`src/rtl/pipeline_types.sv`:
```
// Shared types for the LED node pipeline stages.
// Decoder output bundle, pixel type and frame controller states.
package pipeline_types;

   localparam int DEFAULT_BITS_PER_PIXEL = 24;
   localparam int PIXEL_WIDTH = 24;

   typedef logic [PIXEL_WIDTH-1:0] pixel_t;

   typedef enum logic [1:0] {
      IDLE,
      CAPTURE,
      FORWARD
   } frame_ctrl_state_e;

   typedef struct packed {
      logic decoded_bit;
      logic valid;
      logic treset;
   } shift_reg_t;

endpackage

```
`src/rtl/frame_controller_pixel_assembler.sv`:
```
// Staging shift register and bit counter for one GRB pixel.
// full flags the shift that completes the pixel.
module pixel_assembler
   import pipeline_types::*;
#(
   parameter int BITS_PER_PIXEL = DEFAULT_BITS_PER_PIXEL
) (
   input  logic   clk,
   input  logic   reset,
   input  logic   shift,
   input  logic   clear,
   input  logic   data,
   output pixel_t staging,
   output logic   full
);

   localparam int CW = $clog2(BITS_PER_PIXEL + 1);

   logic [CW-1:0] count;

   assign full = shift && (count == CW'(BITS_PER_PIXEL - 1));

   // Shift bits in MSB-first; clear drops any partial pixel.
   always_ff @(posedge clk) begin
      if (reset || clear) begin
         staging <= '0;
         count   <= '0;
      end else if (shift) begin
         staging <= {staging[PIXEL_WIDTH-2:0], data};
         count   <= count + 1'b1;
      end
   end

endmodule

```
`src/rtl/frame_controller.sv`:
```
// WS2812 frame sequencer: capture one pixel, forward the rest,
// latch the pixel on the line reset interval.
module frame_controller
   import pipeline_types::*;
#(
   parameter int BITS_PER_PIXEL  = DEFAULT_BITS_PER_PIXEL,
   parameter int FWD_CNT_WIDTH   = 16,
   parameter int FRAME_CNT_WIDTH = 16
) (
   input  logic                       i_clk,
   input  logic                       i_reset,
   input  shift_reg_t                 i_shift_reg,
   output pixel_t                     o_pixel,
   output logic                       o_pixel_valid,
   output logic                       o_forward_en,
   output logic                       o_error,
   output logic [FWD_CNT_WIDTH-1:0]   o_fwd_count,
   output logic [FRAME_CNT_WIDTH-1:0] o_frame_count
);

   frame_ctrl_state_e state;
   pixel_t            staging;
   logic              shift;
   logic              clear;
   logic              full;

   // treset always wins over a coincident valid bit.
   assign clear = i_shift_reg.treset;
   assign shift = i_shift_reg.valid && !i_shift_reg.treset
                  && (state != FORWARD);

   pixel_assembler #(
      .BITS_PER_PIXEL(BITS_PER_PIXEL)
   ) u_asm (
      .clk    (i_clk),
      .reset  (i_reset),
      .shift  (shift),
      .clear  (clear),
      .data   (i_shift_reg.decoded_bit),
      .staging(staging),
      .full   (full)
   );

   // Frame FSM with registered outputs and counters.
   always_ff @(posedge i_clk) begin
      if (i_reset) begin
         state         <= IDLE;
         o_pixel       <= '0;
         o_pixel_valid <= 1'b0;
         o_forward_en  <= 1'b0;
         o_error       <= 1'b0;
         o_fwd_count   <= '0;
         o_frame_count <= '0;
      end else begin
         o_pixel_valid <= 1'b0;
         o_error       <= 1'b0;
         unique case (state)
            IDLE: begin
               if (shift) begin
                  if (full) begin
                     state        <= FORWARD;
                     o_forward_en <= 1'b1;
                     o_fwd_count  <= '0;
                  end else begin
                     state <= CAPTURE;
                  end
               end
            end
            CAPTURE: begin
               if (i_shift_reg.treset) begin
                  o_error <= 1'b1;
                  state   <= IDLE;
               end else if (full) begin
                  state        <= FORWARD;
                  o_forward_en <= 1'b1;
                  o_fwd_count  <= '0;
               end
            end
            FORWARD: begin
               if (i_shift_reg.treset) begin
                  o_pixel       <= staging;
                  o_pixel_valid <= 1'b1;
                  o_frame_count <= o_frame_count + 1'b1;
                  o_forward_en  <= 1'b0;
                  state         <= IDLE;
               end else if (i_shift_reg.valid
                            && (o_fwd_count != '1)) begin
                  o_fwd_count <= o_fwd_count + 1'b1;
               end
            end
            default: begin
               state        <= IDLE;
               o_forward_en <= 1'b0;
            end
         endcase
      end
   end

endmodule
```
`config.mk`:
```
export PLATFORM = sky130hd
export DESIGN_NAME = frame_controller
export DESIGN_NICKNAME = d
export VERILOG_FILES = /design/src/rtl/pipeline_types.sv /design/src/rtl/frame_controller_pixel_assembler.sv /design/src/rtl/frame_controller.sv
export SDC_FILE = /design/constraint.sdc
export NUM_CORES = 1
export LEC_CHECK = 0
export BUFFER_PORTS_ARGS = -buffer_cell sky130_fd_sc_hd__clkbuf_2
export CORE_UTILIZATION = 50
export CTS_CLUSTER_SIZE = 40
export DETAILED_ROUTE_END_ITERATION = 10
export PLACE_DENSITY = 0.78
export SLEW_MARGIN = 15
export SYNTH_ARGS = -nofsm -noshare
export SYNTH_HDL_FRONTEND = slang
export SYNTH_SLANG_ARGS = --single-unit
```
`constraint.sdc`:
```
create_clock -name i_clk -period 4.46 [get_ports i_clk]
set_input_delay 0.669 -clock i_clk [delete_from_list [all_inputs] [get_ports i_clk]]
set_output_delay 0.669 -clock i_clk [all_outputs]
set_load 0.05 [all_outputs]
```
==> summary.md <==
| Metric | Value |
|---|---|
| Status | completed |
| Bufs and invs on worst path | 0 |
| Crit path cell chain | ha_1, nand3_2, nor4_4, o2111ai_1, o221ai_1 |
| Crit-path max FO | 12 |
| Fin Setup TNS | 0 ns |
| Number of H-tree levels | 3 |
| Gpl congestion | 0.8491 |
| Post-Synth XOR/XNOR Area | 0.02816 |
| Max VDD drop | 0.0001839 V |
| Die ar. | 0.007815 mm^2 |
| Required @ worst endpoint | 4.73 ns |
| Final Hold Vio Count | 0 |
| Cell variety after synth | 56 |
| CTS buffer count | 9 |
| Layout cells sized above 1 | 0.1755 |
| Sequential fraction of the synthesis area | 0.4827 |
| Worst Setup Start Kind | register |
| Final Setup Violations | 0 |
| Primary FF master, synth | dfxtp_1 |
| Crit end category | register |
| Layout net count | 510 |
| Overall die width | 88.40 um |
| Int Pwr | 1.151 mW |
| WL final | 8229 um |
| Adder-cell share of the synthesized area | 0.01006 |
| Async set or reset register ratio after synthesis | 0 |
| Vias in the first global route | 2994 |
| Syn avg cell area | 8.221 um^2 |
| Initial DRC Count | 177 |
| Crit-path slowest cell | o2111ai_1 |
| 1st-pass router iterations | 5 |
| Main combinational cell family by area after synthesis | simple AND/OR/NAND/NOR gates |
| Simple-Gate Fraction of Synth Area | 0.2585 |
| Yosys top cell area share | 0.4827 |
| Row cnt | 31 |
| Core area | 0.007253 mm^2 |
| Cell taking the most area after synthesis | dfxtp_1 |
| Vias | 3413 |
| CTS resizes | 0 |
| Clk buf depth | 2 |
| Remaining DRCs | 0 |
| Hold Path Class | reg -> reg |
| Area contributors post-synth | dfxtp_1, nand2_1, a21oi_1 |
| Chip Height | 88.40 um |
| RSZ-0062 raised after global routing | false |
| Critical path's largest stage delay | 0.54 ns |
| Max-slew headroom | 0.2941 |
| PortBufs | 63 |
| Switching share of power | 0.2480 |
| Commonest non-fill, non-tap cells in the layout | nand2_1, dfxtp_1, clkbuf_2, a21oi_1, nor2_1 |
| Antenna violations before repair | 0 |
| Final min period | 2.404 ns |
| Total GRT Usage | 0.2165 |
| Remaining antenna violation count after routing | 0 |
| CTS sink count | 90 |
| Cells after Synth | 454 |
| CP arrival | 2.67 ns |
| Root Driver | clkbuf_8 |
| Vias per std cell | 5.632 |
| Multiplexer share of the synthesized area | 0.005364 |
| Initial Util | 0.5146 |
| Ports | 64 |
| CTS clk-pin slew, worst paths | 0.09 ns |
| Worst setup path class | reg -> reg |
| Crit-path leading delay family | compound AO/OA/AOI/OAI gates |
| Part of the power in registers | 0.536 |
| CTS tree | done |
| Antenna cells | 0 |
| Syn Nets | 462 |
| Cell area after layout | 0.004290 mm^2 |
| Net Sw Power | 0.3795 mW |
| Logic pwr share | 0.042 |
| Max-slew violations | 0 |
| First-pass GRT wire length | 13310 um |
| Commonest non-fill, non-tap cell in the layout | nand2_1 |
| P&R area growth vs syn | 14.95% |
| Final Skew | 0.01276 ns |
| Fmax achieved | 416.0 MHz |
| Pleak | 1.530 nW |
| Tcrit/Tclk final | 0.5390 |
| Worst Tran Pin Value | 1.058 ns |
| Largest net degree at the start of global routing | 53 |
| WL/cell | 13.58 um |
| Synth Warn # | 0 |
| Hold Worst Slack | 0.4566 ns |
| Setup Fix Bufs, Post-CTS | 0 |
| CTS hold repair buffers | 0 |
| Gr ovfl total | 0 |
| Clk_lat worst skew | 0.36 ns |
| Maximum Capacitance Violations | 0 |
| PD cells | 356.7 mW/mm^2 |
| EDFF count, synth | 0 |
| Clk pwr share | 0.422 |
| Post-DP HPWL | 5429 um |
| Post-DP Area | 0.004059 mm^2 |
| FF+latch count, synth | 90 |
| Synth Area in Compound Gates | 0.1710 |
| Synthesized area | 0.003732 mm^2 |
==> per-layer routing <==
metal  track usage  vias up  wire (um)
met5             0        -          0
met4       0.09238        0        115
met3       0.03825       10        414
met2        0.3629       98       4015
met1        0.2745     1625       3683
li1              -     1680          -
==> path summary, 6_finish.rpt <==
check	start	to	slack, ns	cells after the start
max	o_fwd_count[0]$_SDFFE_PP0P_	o_fwd_count[12]$_SDFFE_PP0P_	2.06	5
min	o_pixel[8]$_SDFFE_PP0P_	o_pixel[8]$_SDFFE_PP0P_	0.46	2
max reg2reg	o_fwd_count[0]$_SDFFE_PP0P_	o_fwd_count[12]$_SDFFE_PP0P_	2.06	5
min reg2reg	o_pixel[8]$_SDFFE_PP0P_	o_pixel[8]$_SDFFE_PP0P_	0.46	2
==> flip-flops by register name (all words and copies together), names as in the netlist <==
register and flops:
o_frame_count 16, u_asm.staging 24, o_pixel 24, state 2
o_forward_en 1, o_pixel_valid 1, o_fwd_count 16, u_asm.count 5
o_error 1
==> power by group through the flow <==
stage               Combinational, mW  Sequential (mW)  Clock [mW]
floorplan                      0.0326            0.856           0
global placement               0.0623            0.839           0
detailed placement             0.0639            0.839           0
CTS                            0.0639            0.821       0.655
global route                   0.0690            0.822       0.688
finish                         0.0637            0.821       0.646
==> worst min-delay path, delay by kind of cell (launching register included) <==
family / cells / cell delay [ns]
AND/OR/NAND/NOR: 1 / 0.05
flip-flops: 1 / 0.32
AO/OA/AOI/OAI: 1 / 0.05
==> metrics by stage <==
stage / worst slack, ns / util / power, mW / instances
finish: 2.056 / 0.5915 / 1.531 / 606
global route: 1.822 / 0.5915 / 1.578 / 606
CTS: 2.053 / 0.5915 / 1.540 / 606
detailed placement: 1.820 / 0.5596 / 0.9028 / 590
global placement: 1.917 / 0.5596 / 0.9010 / 590
floorplan: 2.378 / - / 0.8885 / 454
==> cells in the mapped netlist, types with 3 or more instances <==
master	n
a21oi_1	62
a22oi_1	5
a311oi_1	3
a31oi_1	3
buf_2	3
clkbuf_1	20
dfxtp_1	90
ha_1	3
inv_1	14
nand2_1	115
nand3_1	12
nand4_1	13
nor2_1	21
nor3_1	7
o211ai_1	4
o21a_1	4
o21ai_0	8
o31ai_1	4
or3_1	4
or4_1	5
xnor2_1	4
xor2_1	8
==> area by class of cell <==
cell class                 count  area [um^2]
clock buffer                   9        123.9
clock inverter                 7        107.6
fill                         657         2963
inverter                      14        52.55
multi-input combinational    324         1765
sequential                    90         1802
tap                           99        123.9
timing repair buffer          63        315.3
==> logic make-up (layout without fill, tap and decap cells) <==
| group | Yosys count | after routing |
|---|---|---|
| and+or+nand+nor | 201 | 201 |
| AOI/OAI and AO/OA | 106 | 106 |
| DFF | 90 | 90 |
| buffers and inverters | 40 | 93 |
| xor gates and xnor gates | 12 | 12 |
| adders and majority gates | 3 | 3 |
| muxes | 2 | 2 |
Note: power is estimated with default switching activity, not from simulation.
